===== config.mk =====
export PLATFORM = sky130hd
export DESIGN_NAME = hazard_scoreboard
export DESIGN_NICKNAME = d
export VERILOG_FILES = /design/src/rtl/hazard_scoreboard.sv
export SDC_FILE = /design/constraint.sdc
export NUM_CORES = 1
export LEC_CHECK = 0
export BUFFER_PORTS_ARGS = -buffer_cell sky130_fd_sc_hd__buf_2
export CAP_MARGIN = 20
export CORE_ASPECT_RATIO = 0.9
export CORE_MARGIN = 4
export CORE_UTILIZATION = 50
export DETAILED_ROUTE_END_ITERATION = 10
export PLACE_DENSITY = 0.79
export SETUP_SLACK_MARGIN = 0.5
export SLEW_MARGIN = 20
export SYNTH_ARGS = -nofsm -noshare
export SYNTH_HDL_FRONTEND = slang
export SYNTH_SLANG_ARGS = --single-unit
export TNS_END_PERCENT = 50

===== constraint.sdc =====
create_clock -name clk -period 2.9 [get_ports clk]
set_input_delay 0.29 -clock clk [delete_from_list [all_inputs] [get_ports clk]]
set_output_delay 0.29 -clock clk [all_outputs]
set_load 0.01 [all_outputs]

===== src/rtl/hazard_scoreboard.sv =====
// hazard_scoreboard: producer side of the operand-bypass interface.
// Keeps destination metadata for the instructions in EX, MEM and WB, drives
// the rd/regwrite/link signals the forwarding unit consumes, and detects the
// hazards bypassing cannot hide (load-use, ID-stage branch/jalr operands).
// A cache stall freezes every register in this block.
module hazard_scoreboard #(
    parameter int CNT_W = 16
) (
    input  logic             clk,
    input  logic             rst,
    input  logic             mem_stall,
    input  logic             id_valid,
    input  logic [4:0]       id_rs1,
    input  logic [4:0]       id_rs2,
    input  logic             id_use_rs1,
    input  logic             id_use_rs2,
    input  logic [4:0]       id_rd,
    input  logic             id_regwrite,
    input  logic             id_memread,
    input  logic             id_link,
    input  logic             id_branch,
    input  logic             flush_id,
    output logic             stall_if_id,
    output logic             bubble_ex,
    output logic [4:0]       ex_rd,
    output logic [4:0]       mem_rd,
    output logic [4:0]       wb_rd,
    output logic             ex_regwrite,
    output logic             mem_regwrite,
    output logic             wb_regwrite,
    output logic             mem_link,
    output logic             wb_link,
    output logic [CNT_W-1:0] stall_cnt
);

    // Metadata carried by one shadow stage. A zero value is a bubble.
    typedef struct packed {
        logic [4:0] rd;
        logic       regwrite;
        logic       memread;
        logic       link;
    } stage_t;

    // EX and MEM keep the full record; WB only needs what it drives out,
    // since nothing downstream looks at whether the WB instruction was a load.
    stage_t ex_s;
    stage_t mem_s;
    stage_t id_entry;

    logic ex_writes;
    logic mem_writes;
    logic match_ex;
    logic match_mem;
    logic id_live;
    logic hazard;
    logic advance;

    // Dependence detection against EX and MEM; x0 is never a real producer.
    always_comb begin
        ex_writes  = 1'b0;
        mem_writes = 1'b0;
        match_ex   = 1'b0;
        match_mem  = 1'b0;
        id_live    = 1'b0;
        hazard     = 1'b0;

        ex_writes  = ex_s.regwrite && (ex_s.rd != 5'd0);
        mem_writes = mem_s.regwrite && (mem_s.rd != 5'd0);

        match_ex  = ex_writes &&
                    ((id_use_rs1 && (ex_s.rd == id_rs1)) ||
                     (id_use_rs2 && (ex_s.rd == id_rs2)));
        match_mem = mem_writes &&
                    ((id_use_rs1 && (mem_s.rd == id_rs1)) ||
                     (id_use_rs2 && (mem_s.rd == id_rs2)));

        // A flushed ID instruction is dead, so it can never demand a stall.
        id_live = id_valid && !flush_id;

        if (id_live) begin
            hazard = (ex_s.memread && match_ex) ||
                     (id_branch && match_ex) ||
                     (id_branch && mem_s.memread && match_mem);
        end
    end

    // Pipeline control outputs and the record that would enter EX.
    always_comb begin
        stall_if_id = 1'b0;
        bubble_ex   = 1'b0;
        advance     = 1'b0;
        id_entry    = '0;

        advance     = !mem_stall;
        stall_if_id = mem_stall || hazard;
        bubble_ex   = hazard && !mem_stall;

        if (id_live && !hazard) begin
            id_entry.rd       = id_rd;
            id_entry.regwrite = id_regwrite;
            id_entry.memread  = id_memread;
            id_entry.link     = id_link;
        end
    end

    // Shadow pipeline: shift EX->MEM->WB on every non-frozen edge.
    always_ff @(posedge clk or posedge rst) begin
        if (rst) begin
            ex_s        <= '0;
            mem_s       <= '0;
            wb_rd       <= 5'd0;
            wb_regwrite <= 1'b0;
            wb_link     <= 1'b0;
        end else if (advance) begin
            wb_rd       <= mem_s.rd;
            wb_regwrite <= mem_s.regwrite;
            wb_link     <= mem_s.link;
            mem_s       <= ex_s;
            ex_s        <= id_entry;
        end
    end

    // Saturating count of cycles lost to true hazards (cache stalls excluded).
    always_ff @(posedge clk or posedge rst) begin
        if (rst) begin
            stall_cnt <= '0;
        end else if (hazard && !mem_stall && (stall_cnt != '1)) begin
            stall_cnt <= stall_cnt + CNT_W'(1);
        end
    end

    // Forwarding-unit view of the shadow stages.
    always_comb begin
        ex_rd        = ex_s.rd;
        ex_regwrite  = ex_s.regwrite;
        mem_rd       = mem_s.rd;
        mem_regwrite = mem_s.regwrite;
        mem_link     = mem_s.link;
    end

endmodule


==> run summary <==
The flow ran to the end, and the final reports show no timing, DRC or antenna violations. The finished cells cover 2330 um2. Static timing analysis puts the maximum clock frequency at 433 MHz. The die area was 4960 um2.

Final hold analysis gives a worst-case slack of 0.142 ns. The most area-hungry cell type in the Yosys netlist was dfrtp_1. The run gives 0 ns as the total negative slack for setup checks.

The share of synthesized flip-flops with an asynchronous set or reset was 1.00. The worst hold path belongs to the class in2async. The core region area came out at 3730 um2.

The die height came out at 67.2 um. After clock tree synthesis, the repair step resized 0 gates. Setup repair after global routing left no endpoint under its margin.

The tools report the number of routed nets with antenna violations as 0. Counting every net in the synthesized netlist gives 185. The most used flip-flop cell after synthesis is dfrtp_1. The logs give 0 for the number of antenna repair diodes and 0.907 for the routability congestion estimate from global placement. The post-layout minimum cycle time came out at 2.31 ns. First-pass iteration count of the detailed router: 4. The number of antenna violations at the first check in global routing was 0; the proportion of synthesized chip area in sequential cells was 0.501. The worst-case IR drop observed on VDD is 0.000271 V.

Largest delay contributor family on the critical path: compound AO/OA/AOI/OAI gates. In this run, CTS created clock tree buffers numbering 5. The first global-routing pass estimated 6.56 mm of wire.

The root buffer cell chosen for the clock tree is clkbuf_8. The clock tree synthesis step divided the H-tree into 2 levels. The worst setup path is of the reg2reg kind.

The run gives 0.466 as the headroom to the max-slew limit. The via total after detailed routing is 1416. From synthesis to final layout, the design area changed by 19.7%. Once placement finished, the instance area stood at 2230 um2. On the critical path, the stage with the largest delay is an instance of dfrtp_1. The clock net in this run drives a total of 39 sinks.

The number of library cell types mapped by synthesis was 28; the count of pins over their slew limit was 0. The share of cells above drive strength 1 is 0.431. The number of buffer cells added on primary ports is 63. The longest clock path from root to sink contains 2 buffers. TritonCTS built the clock tree.

The count of buffering cells on the critical path with inverters included was 1. Ranked by instance count, the synthesized netlist is headed by dfrtp_1 (39), mux2_2 (17), xnor2_1 (17), xor2_1 (17), buf_4 (10). The peak fanout along the critical path is 15. The number of register bits inferred by synthesis is 39, and the aggregate global routing overflow is 0. The wire length per cell after detailed routing is 15.1 um, and the clock latency on the worst-skew pair is 0.29 ns.

The detailed router finished its first iteration with 117 violations. The post-detailed-placement half-perimeter wirelength is 3.01 mm. The via count of the first global-routing pass is 1406. The register clock-pin slew on the reported worst setup and hold paths came out at 0.08 ns. The run gives 0.522 as the starting utilization of the core area.

Across the run, the number of max-cap violations was 0. The library cell with the highest instance count after synthesis is dfrtp_1. Sorting the synthesized cells by area gives the leading types as dfrtp_1 (50%), mux2_2 (9.8%), xnor2_1 (7.6%), xor2_1 (7.6%), buf_4 (3.9%). The longest individual stage delay on the worst path was 0.46 ns; the post-synthesis instance area was 1950 um2. The pin count of the biggest net entering global routing was 26.

The number of flops mapped to enable cells by yosys was 0; the aggregate global-route resource usage was 0.173. For the worst setup path, the data required time is 3.08 ns. The area share of the largest cell type after synthesis was 0.501.

STA classifies the critical path startpoint as a flip-flop. Across the routed clock network, the largest skew measured is 0.00647 ns. The tools report the count of nets after finishing as 242. The signal on the critical path passes through xor2_1 > nor4_2 > a32oi_1 > o22a_2 > a311oi_4 > buf_12 > mux2_2. At the pin with the least slew margin, the transition time is 0.800 ns. The tools report the post-route DRC violation count as 0. For this block, the routed nets add up to 3.96 mm of wire. The floorplan step set the die width to 73.8 um. The average instance area after synthesis works out to 12.3 um2. Dividing total power by cell area gives a power density of 465 nW/um2.

The total I/O pin count was 64. The tools report the kind of end point of the critical path as a flip-flop. The final-report hold violation count is 0, and the detail-routed via count per cell is 5.40. During synthesis, Yosys emitted a total of 0 warnings.

In this run the static leakage power is 1.25 nW. The number of rows created at floorplan came out at 21. The number of instances in the synthesized netlist is 158. The signal arrival time at the worst endpoint was 2.49 ns; the share of the cycle needed by the critical path after routing was 0.797. Setup violations remaining at the end of the flow were counted as 0.
## power by group
part	switching [mW]	leakage [nW]	internal, mW
clock network	0.184	0.0412	0.168
logic	0.0685	0.676	0.0694
registers	0.0266	0.534	0.567
## cell families after synthesis
kind of cell | count (synthesis) | share of synthesized area
flip-flops | 39 | 0.501
AND/OR/NAND/NOR | 35 | 0.109
XOR/XNOR | 34 | 0.153
buffers and inverters | 17 | 0.0559
adder cells (fa/ha/maj) | 1 | 0.00643
AO/OA/AOI/OAI | 15 | 0.0765
multiplexers | 17 | 0.0983
## area by class of cell
type	instances	area [um2]
fill	306	1400
sequential	39	976
multi-input combinational	102	862
timing repair buffer	65	343
clock buffer	6	72.6
tap	46	57.6
clock inverter	2	12.5
inverter	2	7.51
## layer usage
layer | global-route usage | part of all wire | vias to the layer above
met5 | 0 | 0 | -
met4 | 0.0701 | 0.015 | 0
met3 | 0.0536 | 0.076 | 7
met2 | 0.261 | 0.47 | 52
met1 | 0.233 | 0.44 | 687
li1 | - | - | 670
## cells in the final DEF, fill, tap and decap left out, types with 3 or more instances in the layout
cell type	count
dfrtp_1	39
clkbuf_8	5
xnor2_1	17
xor2_1	17
a22o_1	8
buf_2	63
nand2_1	5
mux2_2	17
nand4_1	9
and3_1	7
nor4_1	3
## repair_timing
item | in CTS | in global routing
buffers inserted | 1 | 0
endpoints found under the setup margin | 7 | 0
hold buffers | 0 | 0
## state kept, by name, summed over array words and instances (netlist names)
name	cells
stall_cnt	16
ex_rd	5
mem_rd	5
wb_rd	5
ex_s	2
ex_regwrite	1
mem_link	1
mem_regwrite	1
mem_s	1
wb_link	1
wb_regwrite	1
## path summary, 6_finish.rpt
| kind | startpoint | slack (ns) | end | cells past startpoint |
|---|---|---|---|---|
| setup / recovery | mem_rd[3] | 0.59 | stall_cnt[1] | 7 |
| max in group asynchronous | rst | 2.03 | wb_rd[2] | 3 |
| min in group clk | id_rd[3] | 0.21 | ex_rd[3] | 2 |
| hold / removal | rst | 0.14 | stall_cnt[5] | 2 |
| hold reg to reg | stall_cnt[12] | 0.49 | stall_cnt[12] | 1 |
| setup reg to reg | mem_rd[3] | 0.59 | stall_cnt[1] | 7 |
## through the flow
| stage | utilization | total power [mW] | std cells | setup slack [ns] |
|---|---|---|---|---|
| 6_report | 0.625 | 1.08 | 262 | 0.589 |
| 5_1_grt | 0.625 | 1.14 | 262 | 0.513 |
| 4_1_cts | 0.625 | 1.10 | 262 | 0.625 |
| 3_5_place_dp | 0.597 | 0.744 | 253 | 0.468 |
| 3_3_place_gp | 0.597 | 0.741 | 253 | 0.550 |
| 2_1_floorplan | - | 0.693 | 158 | 0.819 |
Power figures use the tool's default switching activity.
